==> config.mk <==
export PLATFORM = sky130hd
export DESIGN_NAME = avalon_master_arbiter_flat
export DESIGN_NICKNAME = d
export VERILOG_FILES = /design/src/rtl/avalon_master_arbiter_pkg.sv /design/src/rtl/avalon_master_arbiter_if.sv /design/src/rtl/avalon_master_arbiter_pick.sv /design/src/rtl/avalon_master_arbiter.sv /design/src/flat_wrapper.sv
export SDC_FILE = /design/constraint.sdc
export NUM_CORES = 1
export LEC_CHECK = 0
export CAP_MARGIN = 20
export CORE_AREA = 3 3 110 112
export DETAILED_ROUTE_END_ITERATION = 6
export DIE_AREA = 0 0 113 115
export PLACE_DENSITY = 0.7
export SYNTH_ARGS = -nofsm -noshare
export SYNTH_HDL_FRONTEND = slang
export SYNTH_HIERARCHICAL = 1
export SYNTH_SLANG_ARGS = --single-unit
==> constraint.sdc <==
create_clock -name clk -period 3.3 [get_ports clk]
set_input_delay 0.33 -clock clk [delete_from_list [all_inputs] [get_ports clk]]
set_output_delay 0.33 -clock clk [all_outputs]
set_load 0.02 [all_outputs]
==> src/rtl/avalon_master_arbiter_pkg.sv <==
// Shared types and constants for the two-requester Avalon-MM master arbiter.
// Latency: n/a (declarations only).
// Backpressure: n/a.
package avalon_arb_pkg;

    localparam int NUM_REQ = 2;

    localparam logic [31:0] ERR_DATA_DEFAULT = 32'hBAD1BAD1;

    typedef enum logic [1:0] {
        IDLE    = 2'd0,
        CMD     = 2'd1,
        RD_WAIT = 2'd2
    } state_t;

endpackage

==> src/rtl/avalon_master_arbiter_if.sv <==
// Bundle of requester-side and fabric-side Avalon-MM signals around the arbiter.
// Latency: n/a (wires only).
// Backpressure: req_waitrequest / master_waitrequest carried as plain signals.
// Ports: modport master = arbiter view (drives fabric command and requester
// responses); modport slave = environment view (requesters plus fabric).
interface avalon_master_arbiter_if
    import avalon_arb_pkg::*;
#(
    parameter int ADDRESSWIDTH = 26,
    parameter int DATAWIDTH    = 32
);
    logic [NUM_REQ-1:0][ADDRESSWIDTH-1:0] req_address;
    logic [NUM_REQ-1:0][DATAWIDTH-1:0]    req_writedata;
    logic [NUM_REQ-1:0]                   req_write;
    logic [NUM_REQ-1:0]                   req_read;
    logic [NUM_REQ-1:0]                   req_waitrequest;
    logic [NUM_REQ-1:0][DATAWIDTH-1:0]    req_readdata;
    logic [NUM_REQ-1:0]                   req_readdatavalid;
    logic [NUM_REQ-1:0]                   req_error;

    logic [ADDRESSWIDTH-1:0]              master_address;
    logic [DATAWIDTH-1:0]                 master_writedata;
    logic                                 master_write;
    logic                                 master_read;
    logic [DATAWIDTH-1:0]                 master_readdata;
    logic                                 master_readdatavalid;
    logic                                 master_waitrequest;

    modport master (
        input  req_address, req_writedata, req_write, req_read,
        output req_waitrequest, req_readdata, req_readdatavalid, req_error,
        output master_address, master_writedata, master_write, master_read,
        input  master_readdata, master_readdatavalid, master_waitrequest
    );

    modport slave (
        output req_address, req_writedata, req_write, req_read,
        input  req_waitrequest, req_readdata, req_readdatavalid, req_error,
        input  master_address, master_writedata, master_write, master_read,
        output master_readdata, master_readdatavalid, master_waitrequest
    );

endinterface

==> src/rtl/avalon_master_arbiter_pick.sv <==
// Round-robin winner pick between two requesters.
// Latency: combinational.
// Backpressure: none; the caller only samples the result when it can grant.
// Ports: req_valid (per-requester request), last_grant (last served), winner.
module rr_pick2 (
    input  logic [1:0] req_valid,
    input  logic       last_grant,
    output logic       winner
);

    logic preferred;

    // The requester that was not served last has priority if it is asking;
    // otherwise the grant falls to the other one.
    always_comb begin
        preferred = ~last_grant;
        winner    = last_grant;
        if (req_valid[preferred]) begin
            winner = preferred;
        end
    end

endmodule

==> src/rtl/avalon_master_arbiter.sv <==
// Shares one Avalon-MM master port between two requesters, round-robin per transaction.
// Latency: 1 cycle arbitration, command passes through combinationally; read data pass-through.
// Backpressure: master_waitrequest forwarded to the granted requester only; others held.
// Ports: clk, reset_n (async active-low), bus (arbiter modport), grant_id, busy,
// stray_rdv (sticky flag for a readdatavalid arriving outside RD_WAIT).
module avalon_master_arbiter
    import avalon_arb_pkg::*;
#(
    parameter int                   ADDRESSWIDTH = 26,
    parameter int                   DATAWIDTH    = 32,
    parameter int                   RD_TIMEOUT   = 256,
    parameter logic [DATAWIDTH-1:0] ERR_DATA     = DATAWIDTH'(ERR_DATA_DEFAULT)
) (
    input  logic                    clk,
    input  logic                    reset_n,
    avalon_master_arbiter_if.master bus,
    output logic                    grant_id,
    output logic                    busy,
    output logic                    stray_rdv
);

    localparam int CW = $clog2(RD_TIMEOUT);

    state_t          state_q, state_d;
    logic            grant_q, grant_d;
    logic            last_q,  last_d;
    logic [CW-1:0]   cnt_q,   cnt_d;
    logic            stray_q;
    logic            winner;
    logic            wr;
    logic            rd;

    rr_pick2 u_pick (
        .req_valid  (bus.req_read | bus.req_write),
        .last_grant (last_q),
        .winner     (winner)
    );

    always_ff @(posedge clk or negedge reset_n) begin
        if (!reset_n) begin
            state_q <= IDLE;
            grant_q <= 1'b0;
            last_q  <= 1'b1;
            cnt_q   <= '0;
            stray_q <= 1'b0;
        end else begin
            state_q <= state_d;
            grant_q <= grant_d;
            last_q  <= last_d;
            cnt_q   <= cnt_d;
            // A response nobody is waiting for is dropped and remembered.
            if (bus.master_readdatavalid && (state_q != RD_WAIT)) begin
                stray_q <= 1'b1;
            end
        end
    end

    always_comb begin
        state_d               = state_q;
        grant_d               = grant_q;
        last_d                = last_q;
        cnt_d                 = cnt_q;
        wr                    = 1'b0;
        rd                    = 1'b0;
        bus.req_waitrequest   = '1;
        bus.req_readdata      = '0;
        bus.req_readdatavalid = '0;
        bus.req_error         = '0;
        bus.master_address    = '0;
        bus.master_writedata  = '0;
        bus.master_write      = 1'b0;
        bus.master_read       = 1'b0;

        case (state_q)
            IDLE: begin
                if (|(bus.req_read | bus.req_write)) begin
                    grant_d = winner;
                    state_d = CMD;
                end
            end

            CMD: begin
                // Write has priority over a simultaneous read from the same
                // requester; a dropped strobe simply parks us here.
                wr = bus.req_write[grant_q];
                rd = bus.req_read[grant_q] & ~wr;
                bus.master_address           = bus.req_address[grant_q];
                bus.master_writedata         = bus.req_writedata[grant_q];
                bus.master_write             = wr;
                bus.master_read              = rd;
                bus.req_waitrequest[grant_q] = bus.master_waitrequest;
                if (!bus.master_waitrequest) begin
                    if (wr) begin
                        state_d = IDLE;
                        last_d  = grant_q;
                    end else if (rd) begin
                        state_d = RD_WAIT;
                        cnt_d   = '0;
                    end
                end
            end

            RD_WAIT: begin
                cnt_d = cnt_q + 1'b1;
                // Real data beats the timeout when both land in one cycle.
                if (bus.master_readdatavalid) begin
                    bus.req_readdata[grant_q]      = bus.master_readdata;
                    bus.req_readdatavalid[grant_q] = 1'b1;
                    state_d = IDLE;
                    last_d  = grant_q;
                end else if (cnt_q == CW'(RD_TIMEOUT - 1)) begin
                    bus.req_readdata[grant_q]      = ERR_DATA;
                    bus.req_readdatavalid[grant_q] = 1'b1;
                    bus.req_error[grant_q]         = 1'b1;
                    state_d = IDLE;
                    last_d  = grant_q;
                end
            end

            default: begin
                state_d = IDLE;
            end
        endcase
    end

    assign grant_id  = grant_q;
    assign busy      = (state_q != IDLE);
    assign stray_rdv = stray_q;

endmodule
==> src/flat_wrapper.sv <==
// flat-port wrapper written by rule: the top's interface ports become plain ports
module avalon_master_arbiter_flat import avalon_arb_pkg::*;
#(
    parameter int                   ADDRESSWIDTH = 26,
    parameter int                   DATAWIDTH    = 32,
    parameter int                   RD_TIMEOUT   = 256,
    parameter logic [DATAWIDTH-1:0] ERR_DATA     = DATAWIDTH'(ERR_DATA_DEFAULT)
)
  (clk, reset_n, grant_id, busy, stray_rdv, bus_req_address, bus_req_writedata, bus_req_write, bus_req_read, bus_req_waitrequest, bus_req_readdata, bus_req_readdatavalid, bus_req_error, bus_master_address, bus_master_writedata, bus_master_write, bus_master_read, bus_master_readdata, bus_master_readdatavalid, bus_master_waitrequest);
  avalon_master_arbiter_if #(.ADDRESSWIDTH(ADDRESSWIDTH), .DATAWIDTH(DATAWIDTH)) bus_i ();
  input  logic clk;
  input  logic reset_n;
  output logic grant_id;
  output logic busy;
  output logic stray_rdv;
  input wire logic [$bits(bus_i.req_address)-1:0] bus_req_address;
  input wire logic [$bits(bus_i.req_writedata)-1:0] bus_req_writedata;
  input wire logic [$bits(bus_i.req_write)-1:0] bus_req_write;
  input wire logic [$bits(bus_i.req_read)-1:0] bus_req_read;
  output wire logic [$bits(bus_i.req_waitrequest)-1:0] bus_req_waitrequest;
  output wire logic [$bits(bus_i.req_readdata)-1:0] bus_req_readdata;
  output wire logic [$bits(bus_i.req_readdatavalid)-1:0] bus_req_readdatavalid;
  output wire logic [$bits(bus_i.req_error)-1:0] bus_req_error;
  output wire logic [$bits(bus_i.master_address)-1:0] bus_master_address;
  output wire logic [$bits(bus_i.master_writedata)-1:0] bus_master_writedata;
  output wire logic [$bits(bus_i.master_write)-1:0] bus_master_write;
  output wire logic [$bits(bus_i.master_read)-1:0] bus_master_read;
  input wire logic [$bits(bus_i.master_readdata)-1:0] bus_master_readdata;
  input wire logic [$bits(bus_i.master_readdatavalid)-1:0] bus_master_readdatavalid;
  input wire logic [$bits(bus_i.master_waitrequest)-1:0] bus_master_waitrequest;
  assign bus_i.req_address = bus_req_address;
  assign bus_i.req_writedata = bus_req_writedata;
  assign bus_i.req_write = bus_req_write;
  assign bus_i.req_read = bus_req_read;
  assign bus_req_waitrequest = bus_i.req_waitrequest;
  assign bus_req_readdata = bus_i.req_readdata;
  assign bus_req_readdatavalid = bus_i.req_readdatavalid;
  assign bus_req_error = bus_i.req_error;
  assign bus_master_address = bus_i.master_address;
  assign bus_master_writedata = bus_i.master_writedata;
  assign bus_master_write = bus_i.master_write;
  assign bus_master_read = bus_i.master_read;
  assign bus_i.master_readdata = bus_master_readdata;
  assign bus_i.master_readdatavalid = bus_master_readdatavalid;
  assign bus_i.master_waitrequest = bus_master_waitrequest;
  avalon_master_arbiter #(.ADDRESSWIDTH(ADDRESSWIDTH), .DATAWIDTH(DATAWIDTH), .RD_TIMEOUT(RD_TIMEOUT), .ERR_DATA(ERR_DATA)) u_core (.clk(clk), .reset_n(reset_n), .bus(bus_i), .grant_id(grant_id), .busy(busy), .stray_rdv(stray_rdv));
endmodule
== Word-level counts from Yosys, hierarchy flattened ==
Index checks and enable logic that the tools add are counted.
Widths: inputs -> output; s select.

* Register bits: 13

* Add/subtract/negate cells: 1
* Magnitude comparators: 3
* Equal/unequal tests: 11
* Multiplexer cells: 44
* Bitwise operators: 7
* Reduce and logical (&&, ||, !) cells: 10

{| class="wikitable"
|+ Operator list
! cell !! number
|-
| $mux 64 || 3
|-
| $mux 32 || 4
|-
| $mux 26 || 3
|-
| $and 64x64->64 || 1
|-
| $demux 32 s1 || 1
|-
| $mux 2 || 12
|-
| $mux 8 || 3
|-
| $pmux 8 s2 || 1
|-
| $mux 1 || 14
|-
| $reduce_and 4->1 || 3
|-
| $add 8x1->8 const B || 1
|-
| $eq 8x8->1 const B || 1
|-
| $ne 2x1->1 const B || 3
|-
| $ne 2x2->1 const B || 3
|-
| $pmux 2 s3 || 1
|-
| $lt 1x2->1 const B || 2
|-
| $or 2x2->2 || 2
|-
| $reduce_bool 2->1 || 2
|-
| $ne 3x1->1 const B || 1
|-
| $ne 3x2->1 const B || 1
|-
| $eq 2x1->1 const B || 1
|-
| $eq 2x2->1 const B || 1
|-
| $logic_and 1x1->1 || 2
|-
| $logic_not 2->1 || 1
|-
| other kinds (8) || 9
|}

== Logic depth before layout (Yosys ltp) ==
* Word-level depth: 8
* Depth in mapped cells: 7

== Modules after synthesis ==
The synthesis kept the hierarchy.

{| class="wikitable"
|+ By module, submodules not included
! module !! instances !! cells an instance !! area an instance (sq um) !! seq. area each (sq um)
|-
| avalon_master_arbiter || 1 || 312 || 2,178.3 || 326.6
|-
| rr_pick2 || 1 || 2 || 13.8 || 0.0
|}

== Worst setup path after synthesis ==
OpenSTA, ideal clock, no wires.

* Kind: reg2out
* Start point: register u_core.cnt_q[0]
* End point: output bus_req_readdata[13]
* Data arrival time: 1,555 ps
* Required time: 2,970 ps
* Setup slack: 1,415 ps
* Stages on the path, launching flop included: 7
* Buffers on the path: 1
* Path through: dfrtp_1 > ha_1 > nand3_2 > nor4_2 > buf_6 > a21oi_2 > nor2_1

* Cells in the longest elaborated chain, start to end: 4

{| class="wikitable"
|+ Ends and longest elaborated chain
! what !! line !! source
|-
| from (decl) || avalon_master_arbiter.sv:27 || <nowiki>logic [CW-1:0] cnt_q, cnt_d;</nowiki>
|-
| from (signal assigned) || avalon_master_arbiter.sv:50 || <nowiki>cnt_q <= cnt_d;</nowiki>
|-
| $eq 8x8->1 || avalon_master_arbiter.sv:111 || <nowiki>end else if (cnt_q == CW'(RD_TIMEOUT - 1)) begin</nowiki>
|-
| $mux 64 || avalon_master_arbiter.sv:111 ||
|-
| $mux 64 || avalon_master_arbiter.sv:106 || <nowiki>if (bus.master_readdatavalid) begin</nowiki>
|-
| $mux 64 || avalon_master_arbiter.sv:74 || <nowiki>case (state_q)</nowiki>
|-
| to (decl) || flat_wrapper.sv:21 || <nowiki>output wire logic [$bits(bus_i.req_readdata)-1:0] bus_req_readdata;</nowiki>
|}

Every way passes these cells.

== Worst setup path in the final report ==
* Start point: register u_core.state_q[0]
* End point: output bus_req_readdata[60]

* Cells in the longest elaborated chain, start to end: 2

{| class="wikitable"
|+ Ends and longest elaborated chain
! what !! line !! source
|-
| from (decl) || avalon_master_arbiter.sv:24 || <nowiki>state_t state_q, state_d;</nowiki>
|-
| from (signal assigned) || avalon_master_arbiter.sv:47 || <nowiki>state_q <= state_d;</nowiki>
|-
| $eq 2x2->1 || avalon_master_arbiter.sv:74 ||
|-
| $mux 64 || avalon_master_arbiter.sv:74 ||
|}

Every way passes these cells.

==> flow_metrics.py <==
metrics = {
    "drt": {
        "dr.pass1.iters": 4,
        "drt_iter0_markers": 208,
        "via_per_inst": 4.49,
        "routed_wl_um": 11300,
        "wire_per_inst_um": 15.6,
        "dr_total_vias": 3262,
        "drcViolationCount": 0,
        "ant_nets": 0,
    },
    "critical_path": {
        "crit_arrival_ns": 2.53,
        "worst_ep_required_time_ns": 2.97,
        "reg2reg_depth": 4,
        "timing.rr.end": "u_core/cnt_q[0]$_DFFE_PN0P_",
        "setup.worst_path.end_class": "output pin",
        "crit_path_start_kind": "register",
        "r2r_slack_ns": 1.32,
        "worstReg2RegStart": "u_core/grant_id$_DFFE_PN0P_",
        "crit_fanout": 19,
        "critPathKind": "register to output pin",
    },
    "logic_synthesis": {
        "syn-cell-area_um2": 2190,
        "syn-num-nets": 471,
        "ys_seq_area_share_pct": 14.9,
        "synthTopCellsByArea": "mux2i_1 (27%), nor2_1 (19%), dfrtp_1 (14%)",
        "syn_inst": 314,
        "yosys.cell_types.count": 38,
        "synth-seq-cells": 13,
        "ys_warn_count": 6,
        "syn_avg_cell_area_um2": 6.98,
        "yosysTopAreaCell": "mux2i_1",
        "synth_top_area_share_pct": 27.4,
    },
    "pwr": {
        "power.share.switching_pct": 46.8,
        "intPower_mw": 1.50,
        "powerDensity_nw_per_um2": 537,
        "power_frac_seq_pct": 10.2,
        "p_sw_mw": 1.32,
        "ir_worst_vdd_uv": 386,
        "pwr-share-comb_pct": 81.8,
        "clockPowerShare_pct": 8.0,
        "p_leak_nw": 2.22,
    },
    "cells_and_area": {
        "fin_area_um2": 5240,
        "area_growth_pct": 139,
        "mostFrequentLayoutCells": "clkdlybuf4s50_1 (287), nor2_1 (109), mux2i_1 (60)",
        "drive_gt1_share_pct": 5.83,
        "final_core_util_pct": 46.3,
        "antenna_cells": 0,
        "fin_nets": 741,
        "n_fill_cell": 1130,
        "mostFrequentLayoutCell": "clkdlybuf4s50_1",
    },
    "clock_network": {
        "htreeDepth": 1,
        "holdBufCountCts": 0,
        "post-cts-setup-buffer-count": 0,
        "clkTransAtPathRegs_ns": 0.04,
        "cts_resized": 0,
        "cts-buffers-inserted": 3,
        "cts-root-buf": "clkbuf_16",
        "cts_tree": "done",
        "cts.sink_count": 13,
        "worstSkewPairLatency_ns": 0.24,
        "clockBufferDepth": 2,
    },
    "worst_hold_path": {
        "hold_path_end": "u_core/stray_rdv$_DFFE_PN0P_",
        "whs_path_depth": 1,
        "hold_path_class": "register to register",
        "hp-start": "u_core/stray_rdv$_DFFE_PN0P_",
    },
    "sta": {
        "rsz0062_at_grt": "no",
        "fmax_mhz": 350,
        "skew_ns": 0.00124,
        "final_hold_viol_count": 0,
        "tightest_slew_ns": 0.729,
        "maxSlewHeadroom_pct": 51.4,
        "maxSlewViolCount": 0,
        "setup_tns_ns": 0,
        "finalCritPeriodShare_pct": 86.6,
        "setup_viol": 0,
        "fin_crit_ns": 2.86,
    },
    "grt": {
        "grt_overflow": 0,
        "grt_pass1_wl_um": 16300,
        "antenna_found_initial": 0,
        "grt_max_degree": 38,
        "track_usage_pct": 15.4,
        "grt_pass1_vias": 3150,
    },
    "die": {
        "dieArea_um2": 13000,
        "chipHeight_um": 115,
        "ios": 289,
        "initial_core_util_pct": 19.4,
        "die_w_um": 113,
        "fp-row-count": 39,
        "core_um2": 11300,
    },
    "job": {
        "maxCapViolations": 0,
    },
    "placement": {
        "gp_congestion": 0.878,
        "placed_area_um2": 5160,
        "port-buffer-count": 288,
        "hpwl_um": 9550,
    },
    "outcome": {
        "status": "completed",
    },
}
==> final cells by class <==
class / instances / area [um2] / share of cell area (%)
Tap cell: 143 / 179 / 3.41
Inverter: 6 / 22.5 / 0.429
Multi-Input combinational cell: 267 / 1710 / 32.5
Sequential cell: 13 / 330 / 6.30
Timing Repair Buffer: 293 / 2930 / 55.8
Clock buffer: 4 / 78.8 / 1.50
==> worst max-delay path, cell delays in order, from the launching register on <==
cell,delay (ns)
dfrtp_1,0.45
nor2b_1,0.43
nand2_1,0.52
nor2_1,0.22
clkdlybuf4s50_1,0.66
==> power by group through the flow <==
stage / sequential [mW] / combinational (mW) / clock, mW
3_3_place_gp: 0.285 / 2.30 / 0
3_5_place_dp: 0.289 / 2.32 / 0
6_report: 0.288 / 2.30 / 0.225
4_1_cts: 0.288 / 2.33 / 0.231
5_1_grt: 0.300 / 2.46 / 0.240
2_1_floorplan: 0.255 / 1.30 / 0
==> worst max path at each step <==
stage | startpoint | to | slack [ns] | cells past startpoint
after detailed placement | u_core/state_q[0]$_DFFE_PN0P_ | bus_req_readdata[60] | 0.69 | 4
after global placement | u_core/state_q[0]$_DFFE_PN0P_ | bus_req_readdata[60] | 0.76 | 4
final | u_core/state_q[0]$_DFFE_PN0P_ | bus_req_readdata[60] | 0.44 | 4
after global routing | u_core/state_q[0]$_DFFE_PN0P_ | bus_req_readdata[4] | 0.24 | 4
after floorplan | u_core/cnt_q[0]$_DFFE_PN0P_ | bus_req_readdata[13] | 1.42 | 6
after CTS | u_core/state_q[0]$_DFFE_PN0P_ | bus_req_readdata[60] | 0.43 | 4
==> sequential cells by signal, summed over array words and instances (netlist names) <==
| name | cells |
|---|---|
| u_core/cnt_q | 8 |
| u_core/grant_id | 1 |
| u_core/last_q | 1 |
| u_core/state_q | 2 |
| u_core/stray_rdv | 1 |
==> per-stage QoR <==
step                worst slack (ns)  hold slack, ns  power (mW)  instances
CTS                            0.430           0.464        2.85        726
floorplan                       1.42          0.0344        1.56        314
global route                   0.236           0.470        3.00        726
global placement               0.760           0.445        2.59        722
finish                         0.442           0.460        2.81        726
detailed placement             0.688           0.453        2.60        722
==> metal layers <==
metal,GRT usage (%),wire (um)
met1,17.6,4360
met2,27.7,5600
met3,4.63,1160
met4,4.49,191
met5,0,0
==> kinds of logic after synthesis <==
kind of cell | synth area share (%)
AO/OA/AOI/OAI | 11.1
XOR/XNOR | 2.40
adder cells (fa/ha/maj) | 0.571
buffers and inverters | 7.82
flip-flops | 14.9
multiplexers | 28.4
AND/OR/NAND/NOR | 34.8
==> cell usage after synthesis (all sizes together) <==
library cell / instances
a2111oi: 1
a211oi: 1
a21o: 2
a21oi: 18
a32oi: 1
and2: 3
and3: 30
buf: 18
clkbuf: 10
dfrtp: 12
dfstp: 1
ha: 1
inv: 6
mux2: 2
mux2i: 60
nand2: 13
nand2b: 2
nand3: 1
nand4: 2
nor2: 110
nor2b: 1
nor3: 4
nor4: 1
o21ai: 1
o21bai: 1
o22ai: 2
o31a: 1
o32ai: 1
or2: 1
or3: 1
xnor2: 2
xor2: 4
(Power assumes the default switching activity.)
